<file path="src/rtl/div_pkg.sv">
// Shared types and helpers for the programmable clock divider.
package div_pkg;

  typedef enum logic [1:0] {IDLE, HIGH, LOW} div_state_t;

  localparam int MIN_DIV = 2;

  typedef struct packed {
    logic [31:0] hi;
    logic [31:0] lo;
  } half_t;

  // hi = ceil(n/2) written without n+1 so the widest divisor cannot overflow
  function automatic half_t half_lengths(input logic [31:0] n);
    half_t h;
    h.lo = n >> 1;
    h.hi = (n >> 1) + {31'd0, n[0]};
    return h;
  endfunction

endpackage

</file>
<file path="src/rtl/div_prog_ctrl_reg.sv">
// Divisor registers: validates loads, holds pending/current divisor, pulses div_ack/div_err.
module div_prog_ctrl_reg
  import div_pkg::*;
#(
  parameter int CNT_W       = 16,
  parameter int DEFAULT_DIV = 50
) (
  input  logic             clk,
  input  logic             rst,
  input  logic [CNT_W-1:0] div_val,
  input  logic             div_load,
  input  logic             idle,
  input  logic             boundary,
  output logic [CNT_W-1:0] cur_div,
  output logic             div_ack,
  output logic             div_err
);

  logic [CNT_W-1:0] pend;
  logic             pend_v;
  logic             valid;

  assign valid = div_val >= CNT_W'(MIN_DIV);

  always_ff @(posedge clk) begin
    if (rst) begin
      cur_div <= CNT_W'(DEFAULT_DIV);
      pend    <= '0;
      pend_v  <= 1'b0;
      div_ack <= 1'b0;
      div_err <= 1'b0;
    end else begin
      div_ack <= 1'b0;
      div_err <= div_load && !valid;
      if (idle) begin
        // A fresh load beats a leftover pending value (loaded on the final boundary).
        if (div_load && valid) begin
          cur_div <= div_val;
          div_ack <= 1'b1;
        end else if (pend_v) begin
          cur_div <= pend;
          div_ack <= 1'b1;
        end
        pend_v <= 1'b0;
      end else begin
        if (boundary && pend_v) begin
          cur_div <= pend;
          div_ack <= 1'b1;
          pend_v  <= 1'b0;
        end
        // Written after the apply so a load on the boundary waits for the next one.
        if (div_load && valid) begin
          pend   <= div_val;
          pend_v <= 1'b1;
        end
      end
    end
  end

endmodule

</file>
<file path="src/rtl/div_prog.sv">
// Programmable clock divider with near-50% duty; optional period counter under DIV_PROG_PERIOD_CNT_EN.
module div_prog
  import div_pkg::*;
#(
  parameter int CNT_W       = 16,
  parameter int DEFAULT_DIV = 50,
  parameter bit START_EN    = 1'b0
) (
  input  logic             clk,
  input  logic             rst,
  input  logic             en,
  input  logic [CNT_W-1:0] div_val,
  input  logic             div_load,
  output logic             div_ack,
  output logic             div_err,
  output logic             clk_div,
  output logic             tick,
  output logic             busy,
  output logic [CNT_W-1:0] cur_div
`ifdef DIV_PROG_PERIOD_CNT_EN
  ,
  output logic [31:0]      period_cnt,
  input  logic             period_clr
`endif
);

  div_state_t       state, state_nx;
  logic [CNT_W-1:0] cnt, cnt_nx;
  logic             start_q;
  logic             go;
  logic             boundary;
  half_t            h;

  assign h    = half_lengths(32'(cur_div));
  assign go   = en | start_q;
  assign busy = (state != IDLE);

  always_comb begin
    state_nx = state;
    cnt_nx   = cnt;
    boundary = 1'b0;
    case (state)
      IDLE: begin
        if (go) begin
          state_nx = HIGH;
          cnt_nx   = '0;
        end
      end
      HIGH: begin
        if (32'(cnt) == h.hi - 32'd1) begin
          state_nx = LOW;
          cnt_nx   = '0;
        end else begin
          cnt_nx = cnt + CNT_W'(1);
        end
      end
      LOW: begin
        if (32'(cnt) == h.lo - 32'd1) begin
          boundary = 1'b1;
          state_nx = go ? HIGH : IDLE;
          cnt_nx   = '0;
        end else begin
          cnt_nx = cnt + CNT_W'(1);
        end
      end
      default: begin
        state_nx = IDLE;
        cnt_nx   = '0;
      end
    endcase
  end

  always_ff @(posedge clk) begin
    if (rst) begin
      state   <= IDLE;
      cnt     <= '0;
      clk_div <= 1'b0;
      tick    <= 1'b0;
      start_q <= START_EN;
    end else begin
      state   <= state_nx;
      cnt     <= cnt_nx;
      clk_div <= (state_nx == HIGH);
      // Low phase is never empty, so HIGH after non-HIGH marks a new period.
      tick    <= (state_nx == HIGH) && (state != HIGH);
      if (en) start_q <= 1'b0;
    end
  end

  div_prog_ctrl_reg #(
    .CNT_W       (CNT_W),
    .DEFAULT_DIV (DEFAULT_DIV)
  ) u_ctrl (
    .clk      (clk),
    .rst      (rst),
    .div_val  (div_val),
    .div_load (div_load),
    .idle     (state == IDLE),
    .boundary (boundary),
    .cur_div  (cur_div),
    .div_ack  (div_ack),
    .div_err  (div_err)
  );

`ifdef DIV_PROG_PERIOD_CNT_EN
  always_ff @(posedge clk) begin
    if (rst || period_clr) period_cnt <= '0;
    else if (boundary)     period_cnt <= period_cnt + 32'd1;
  end
`endif

endmodule

</file>
<file path="config.mk">
export PLATFORM = sky130hd
export DESIGN_NAME = div_prog
export DESIGN_NICKNAME = d
export VERILOG_FILES = /design/src/rtl/div_pkg.sv /design/src/rtl/div_prog_ctrl_reg.sv /design/src/rtl/div_prog.sv
export SDC_FILE = /design/constraint.sdc
export NUM_CORES = 1
export LEC_CHECK = 0
export BUFFER_PORTS_ARGS = -buffer_cell sky130_fd_sc_hd__buf_4
export CAP_MARGIN = 30
export CORE_MARGIN = 4
export CORE_UTILIZATION = 40
export DETAILED_ROUTE_END_ITERATION = 8
export PLACE_DENSITY = 0.61
export SLEW_MARGIN = 40
export SYNTH_ARGS = -nofsm -noshare
export SYNTH_HDL_FRONTEND = slang
export SYNTH_HIERARCHICAL = 1
export SYNTH_SLANG_ARGS = --single-unit
</file>
<file path="constraint.sdc">
create_clock -name clk -period 2.8 [get_ports clk]
set_input_delay 0.28 -clock clk [delete_from_list [all_inputs] [get_ports clk]]
set_output_delay 0.28 -clock clk [all_outputs]
set_load 0.005 [all_outputs]
</file>
==> flow_results.org, run 1 <==
** Run status
- Outcome :: complete, but fails checks
- Violations in the final reports :: setup timing

** CTS
- Number of hold buffers added after CTS :: 0
- The tree is rooted in a sky130_fd_sc_hd__clkbuf_8.
- TritonCTS built the clock tree.
- Clock sink count :: 55
- Clock tree synthesis inserted a total of 5 buffers.
- Clock-pin slew reported for the worst setup and hold paths after clock tree synthesis :: 0.10 ns
- For the worst-skew pair, the clock arrives at the later sink with an insertion delay of 0.32 ns.
- The clock tree synthesis step divided the H-tree into 2 levels.
- Counting along the longest clock path gives a buffer depth of 2.

** Timing
- Slew Limit Headroom :: 55.4%
- Tightest Pin Transition :: 0.664 ns
- Derived from the worst setup path, the maximum achievable clock frequency is 337 MHz.
- Fraction of the cycle the final worst path needs :: 106%
- Layout Skew :: 0.0147 ns
- Fin worst setup slack :: -0.169 ns
- Setup repair after global routing could not meet its margin everywhere.
- The final number of max-transition violations was 0.
- For the finished layout, the period the worst path requires is 2.97 ns.
- Setup violations remaining at the end of the flow were counted as 34.
- Count of endpoints failing hold in the final timing report :: 0

** Global route
- Entering global routing, the biggest net connects 46 pins.
- Total global routing overflow :: 0
- The via count of the first global-routing pass came to 3,223.
- Antenna violations before repair :: 0
- Across every metal layer, demand over resource in global routing totals 19.7%.
- Global-route wire length before repair :: 15,900 microns

** Placed design
- At the end of routability-driven placement, the weighted congestion stood at 0.893.
- Port buffering added 40 buffers.
- Cell area after placement :: 4270 sq um
- The HPWL after detailed placement is 6960 microns.

** Floorplan
- The initial utilization of the core area, before any placement, comes to 41.4%.
- Number of ports placed on the die boundary :: 41
- From bottom edge to top edge, the die measures 101 microns.
- The die covers 10,100 sq um.
- Core footprint :: 8300 sq um
- Die X-Extent :: 101 microns
- In this run the core area contains 33 standard-cell rows.

** Synthesis
- Sequential share of the synthesized area :: 32.0%
- A synthesized cell averages 8.77 sq um.
- After Yosys synthesis, and, or, nand and nor cells account for 24.3% of the synthesized area.
- The synthesized netlist devotes 14.7% of its cell area to compound gates.
- Number of warning messages in the yosys log :: 6
- The synthesized design contains 0 enable-type register cells.
- Largest family of logic cells by synthesized area :: simple AND/OR/NAND/NOR gates
- After Yosys synthesis, XOR and XNOR cells account for 9.17% of the synthesized area.
- After synthesis the netlist holds a flip-flop and latch count of 55.
- The top cell type by area accounts for 32.0% of the synthesized area.
- The number of different library cells used by synthesis comes to 61.
- Multiplexer cells account for 12.1% of the synthesized area.
- Number of nets produced by synthesis :: 420
- The synthesized design spends more area on one cell type than any other, namely sky130_fd_sc_hd__dfxtp_1.
- Netlist Area Pre-Place :: 3440 sq um
- Among all flip-flop cells after synthesis, the most frequent one is sky130_fd_sc_hd__dfxtp_1.
- In the synthesized netlist, the number of instances is 392.
- Proportion of register bits with asynchronous set or reset after synthesis :: 0%
- Fraction of the mapped netlist area in adder cells :: 2.91%
- Top cells by area in the synthesized netlist :: sky130_fd_sc_hd__dfxtp_1 32%, sky130_fd_sc_hd__mux2i_1 10%, sky130_fd_sc_hd__nor2_1 7.0%

** Cells and area
- Share of final-layout standard cells stronger than drive strength 1 :: 38.4%
- 0 antenna diodes ended up in the layout.
- After routing the design area is 4720 sq um.
- Relative to the synthesized area, the layout overhead comes to 37.2%.
- Once layout is complete, the utilization of the core stands at 56.9%.
- Commonest cells after routing, fill and taps aside :: 98 x sky130_fd_sc_hd__buf_4, 61 x sky130_fd_sc_hd__nor2_1, 48 x sky130_fd_sc_hd__dfxtp_1, 33 x sky130_fd_sc_hd__mux2i_1, 23 x sky130_fd_sc_hd__xor2_1
- Most common cell after layout, fill and taps aside :: sky130_fd_sc_hd__buf_4
- Nets :: 516

** Routing
- Once detail routing completed, the nets flagged for antenna violations numbered 0.
- Number of iterations in the first detailed-routing pass :: 5
- DRC violation count after routing :: 0
- Detailed router's first-iteration violation count :: 157
- Average wire per cell in the routed design :: 16.5 microns
- Dividing the detail-routed via count by the number of cells gives 5.45.
- For this block, the via count after detailed routing is 3,237.
- Summed over all layers, the routed wires come to 9820 microns.

** Hold path
- The worst hold path belongs to the class in2reg.

** Setup path
- The worst setup path is of the reg2reg kind.
- Data arrives at the worst endpoint at 3.24 ns.
- STA classifies the critical path endpoint as a flop.
- Critical Path RT :: 3.07 ns
- STA classifies the critical path startpoint as a flop.
- Maximum fanout count along the critical path :: 3

** Power
- For this design the static power due to leakage is 1.91 nW.
- Total power :: 1.90 mW
- In this run the power density over the cells is 404 nW/um^2.
- Across the VDD grid, the largest voltage drop is 0.271 mV.

** Run
- The tool flagged a number of max-cap violations equal to 0.
[per-stage QoR]
step | TNS, ns | worst slack, ns | std cells | hold slack, ns
floorplan | -1.37 | -0.105 | 392 | 0.357
global placement | -5.78 | -0.281 | 575 | 0.476
detailed placement | -7.41 | -0.295 | 575 | 0.483
CTS | -2.43 | -0.172 | 594 | 0.195
global route | -7.99 | -0.316 | 594 | 0.219
finish | -3.05 | -0.169 | 594 | 0.197
[worst max-delay path, cell delays in order (launching register included)]
cell and delay [ns]:
sky130_fd_sc_hd__dfxtp_4 0.37, sky130_fd_sc_hd__buf_6 0.12, sky130_fd_sc_hd__nor4_4 0.33, sky130_fd_sc_hd__nand4_1 0.15, sky130_fd_sc_hd__xnor2_1 0.15, sky130_fd_sc_hd__or4_1 0.58
sky130_fd_sc_hd__a2111oi_4 0.27, sky130_fd_sc_hd__buf_4 0.19, sky130_fd_sc_hd__mux2_4 0.31, sky130_fd_sc_hd__a311oi_4 0.29, sky130_fd_sc_hd__and2_1 0.16
[metal layers]
metal  routed length [microns]  GRT usage (%)
met1                      4610           26.9
met2                      4550           31.5
met3                       418           2.49
met4                       244           7.36
met5                         0              0
[path summary, 6_finish.rpt]
| kind | from | end | slack (ns) | cells after the start |
|---|---|---|---|---|
| max | u_ctrl/cur_div[8] | clk_div | -0.17 | 10 |
| min | div_val[0] | u_ctrl/pend[0] | 0.20 | 3 |
| max reg2reg | u_ctrl/cur_div[8] | clk_div | -0.17 | 10 |
| min reg2reg | u_ctrl/pend[0] | u_ctrl/pend[0] | 0.51 | 2 |
[flip-flops by register name, indices dropped and copies added, names as in the netlist]
name            cells
cnt                16
u_ctrl/cur_div     16
u_ctrl/pend        16
state               2
clk_div             1
tick                1
u_ctrl/div_ack      1
u_ctrl/div_err      1
u_ctrl/pend_v       1
[synthesized netlist by cell type (3+ instances only)]
cell / instances
sky130_fd_sc_hd__mux2i_1: 35
sky130_fd_sc_hd__nand2_1: 17
sky130_fd_sc_hd__xor2_1: 23
sky130_fd_sc_hd__nor2b_1: 5
sky130_fd_sc_hd__nor3_1: 12
sky130_fd_sc_hd__or4_1: 3
sky130_fd_sc_hd__o21ai_0: 4
sky130_fd_sc_hd__nand2b_1: 10
sky130_fd_sc_hd__inv_1: 8
sky130_fd_sc_hd__and2_1: 4
sky130_fd_sc_hd__a21oi_1: 10
sky130_fd_sc_hd__a311oi_1: 6
sky130_fd_sc_hd__a211oi_2: 10
sky130_fd_sc_hd__xnor2_1: 13
sky130_fd_sc_hd__ha_1: 8
sky130_fd_sc_hd__nand3b_1: 4
sky130_fd_sc_hd__nor4_1: 9
sky130_fd_sc_hd__a211oi_1: 4
sky130_fd_sc_hd__nand4_1: 8
sky130_fd_sc_hd__mux2_2: 5
sky130_fd_sc_hd__nor2_1: 64
sky130_fd_sc_hd__dfxtp_1: 55
sky130_fd_sc_hd__clkbuf_1: 14
sky130_fd_sc_hd__buf_4: 3
sky130_fd_sc_hd__nand3_1: 13
[kinds of logic (layout without fill, tap and decap cells)]
| group | after synthesis | count (layout) |
|---|---|---|
| XOR/XNOR | 36 | 36 |
| adder cells (fa/ha/maj) | 8 | 8 |
| AND/OR/NAND/NOR | 162 | 162 |
| multiplexers | 41 | 41 |
| flip-flops | 55 | 55 |
| AO/OA/AOI/OAI | 59 | 61 |
| buffers and inverters | 31 | 126 |
[final cells by class]
| type | instances | area, sq um |
|---|---|---|
| Clock inverter | 2 | 16.3 |
| Inverter | 8 | 30.0 |
| Clock buffer | 6 | 72.6 |
| Fill cell | 763 | 3580 |
| Multi-Input combinational cell | 308 | 2460 |
| Tap cell | 105 | 131 |
| Sequential cell | 55 | 1110 |
| Timing Repair Buffer | 110 | 897 |
[report_power, final]
part           internal, mW  total (mW)  switching (mW)  leakage, nW
logic                 0.296       0.588           0.291         1.41
clock network         0.180       0.455           0.274       0.0418
registers             0.822       0.862          0.0404        0.451
total                  1.30        1.90           0.606         1.91
[timing repair]
| action | in CTS | in global routing |
|---|---|---|
| setup buffers | 8 | 0 |
| endpoints found under the setup margin | 37 | 37 |
| cloned | 3 | 0 |
| pin swaps | 20 | 4 |
| gates resized for setup | 38 | 24 |
(Power assumes the default switching activity.)
==> inputs of run 2 (changes only) <==
- MAX_ROUTING_LAYER: not set -> met4
- RECOVER_POWER: not set -> 100
==> flow_results.org, run 2 (synthesis results as in run 1) <==
** Setup path
- Data arrival time at the worst-slack endpoint :: 3.30 ns
- Measured in cells, the most critical reg-to-reg path has a length of 10.
- Critical-path top delay cell :: sky130_fd_sc_hd__or4_4
- Worst Setup Path Type :: reg2reg
- Critical Path RT :: 3.07 ns
- Traced cell by cell, the critical path runs through buf_12 -> nor4_4 -> buf_4 -> a31oi_1 -> or4_4 -> a2111oi_4 -> buf_4 -> mux2_4 -> a311oi_4 -> and2_1.
- CP Launch Type :: flop
- Type of destination of the critical path :: flop
- Maximum fanout count along the critical path :: 5
- Counting stages on the worst path, the most repeated cell is sky130_fd_sc_hd__buf_4.
- Critical Path Max Stage Delay :: 0.57 ns

** Global route
- Vias in the first global route :: 3,257
- Global-route wire length before repair :: 16,000 microns
- Total global routing overflow :: 0
- Antenna violations before repair :: 0
- Across every metal layer, demand over resource in global routing totals 20.2%.
- Entering global routing, the biggest net connects 45 pins.

** Routing
- Max Used Layer :: met4
- In the routed design, unresolved DRC markers number 0.
- Average wire per cell in the routed design :: 16.1 microns
- Number of antenna-violating nets in the routed design :: 0
- Total wire length after detailed routing :: 9520 microns
- Number of iterations in the first detailed-routing pass :: 4
- Total via count in the routed design :: 3,192
- Detailed routing placed a total of 4580 microns of wire on met2.
- Using the TritonRoute via totals, the vias-per-cell ratio works out to 5.41.
- DR WL met3 :: 524 microns
- After the first detailed-routing iteration, the DRC count stood at 173.
- Sum of routed wire segments on met1 :: 4250 microns

** CTS
- In this run the clock root is driven by a sky130_fd_sc_hd__clkbuf_8.
- TritonCTS built the clock tree.
- After clock tree synthesis, the flow added hold-fix buffers numbering 0.
- CTS Buf Count :: 5
- Clock-pin slew was measured on the worst setup and hold paths at 0.10 ns.
- Clock latency on the worst-skew pair, taken at its later pin, is 0.32 ns.
- CTS max path bufs :: 2
- The clock drives 55 sinks.
- H-Tree Depth :: 2

** Timing
- Highest clock frequency the design can meet :: 329 MHz
- The final critical path takes up 108% of the cycle.
- Tightest Pin Transition :: 0.638 ns
- Measured against its own limit, the worst slew margin works out to 57.2%.
- Counting I/O delays and the setup requirement, the final critical path takes 3.04 ns.
- Setup repair after global routing could not meet its margin everywhere.
- The final number of max-transition violations came to 0.
- Final setup violation count :: 35
- After layout, the worst setup slack is -0.236 ns.
- Smallest hold slack :: 0.206 ns
- Layout Skew :: 0.0104 ns
- The final count of hold timing violations was 0.

** Cells and area
- Leaving out fill and tap cells, the most frequent cell in the layout is sky130_fd_sc_hd__buf_4.
- For this run, the number of standard cells in the final layout without fillers is 590.
- From synthesis to final layout, the design area changed by 31.5%.
- Area of all placed cells without fillers :: 4520 sq um
- Diodes inserted :: 0
- The final layout contains 512 nets.
- The post-route netlist has 33.2% of its cells at a drive strength greater than 1.
- The largest registers in the layout are cnt: 16 flops, u_ctrl/cur_div: 16 flops, u_ctrl/pend: 16 flops.
- Commonest cells after routing, fill and taps aside :: 86 x sky130_fd_sc_hd__buf_4, 63 x sky130_fd_sc_hd__nor2_1, 51 x sky130_fd_sc_hd__dfxtp_1, 32 x sky130_fd_sc_hd__mux2i_1, 23 x sky130_fd_sc_hd__xor2_1

** Floorplan
- The region available for standard cell placement spans 8300 sq um.
- The floorplan step set the die height to 101 microns.
- Site row count :: 33
- During I/O placement, the number of pins put on the boundary was 41.
- Die X-Extent :: 101 microns
- Effective utilization at floorplan :: 41.4%
- The die covers 10,100 sq um.

** Power
- Worst-case vdd ir drop :: 0.211 mV
- The analysis attributes to cell leakage a power of 1.84 nW.
- PwrDens :: 409 nW/um^2
- Total power :: 1.85 mW

** Placed design
- Placer's final routability congestion estimate :: 0.969
- The HPWL after detailed placement is 7210 microns.
- In this run the tool buffered the top-level ports with 40 buffer cells.
- Cell area after placement :: 4290 sq um
- The number of placed instances, taps included, is 577.
- Place WS :: -0.265 ns

** Run status
- Outcome :: complete, but fails checks
- Violations in the final reports :: setup timing

** Run
- Max-cap viol count :: 0

** Hold path
- Number of cells on the worst hold path :: 3
- Path class of the lowest-slack min-delay path :: in2reg
## run 2: worst paths after layout
check | from | end | slack, ns
hold / removal | div_val[0] | u_ctrl/pend[0] | 0.21
setup reg to reg | u_ctrl/cur_div[6] | tick | -0.24
hold reg to reg | u_ctrl/pend[14] | u_ctrl/pend[14] | 0.50
setup / recovery | u_ctrl/cur_div[6] | tick | -0.24
## run 2: per-layer routing
layer  GRT usage (%)  vias up
li1                -     1591
met1            24.8     1499
met2            33.8       84
met3            3.94       18
met4            5.60        0
met5               -        -
## run 2: cell type report
cell class | count | area (sq um)
Inverter | 8 | 30.0
Sequential cell | 55 | 1110
Clock inverter | 2 | 16.3
Tap cell | 105 | 131
Multi-Input combinational cell | 306 | 2340
Fill cell | 760 | 3780
Clock buffer | 6 | 72.6
Timing Repair Buffer | 108 | 828
## run 2: where the power goes
group / total [mW] / leakage, nW / switching, mW / internal [mW]
registers: 0.860 / 0.450 / 0.0386 / 0.821
logic: 0.536 / 1.34 / 0.271 / 0.265
clock network: 0.456 / 0.0418 / 0.276 / 0.180
total: 1.85 / 1.84 / 0.585 / 1.27
## run 2: what timing repair did
item / in CTS / in global routing
hold endpoints to repair: 0 / 0
pin swaps: 12 / 7
endpoints found under the setup margin: 37 / 37
buffers inserted: 2 / 3
gates resized for setup: 22 / 12
## run 2: worst max-delay path: cells and delay by family, from the launching register on
kind,cells,cell delay (ns)
buffers and inverters,3,0.50
muxes,1,0.31
AOI/OAI and AO/OA,3,0.73
DFF,1,0.36
and+or+nand+nor,3,1.08
## run 2: metrics by stage
step	TNS (ns)	utilization, %
5_1_grt	-10.00	54.5
4_1_cts	-2.90	54.0
6_report	-4.03	54.5
2_1_floorplan	-1.37	-
3_3_place_gp	-4.79	51.7
3_5_place_dp	-6.74	51.7
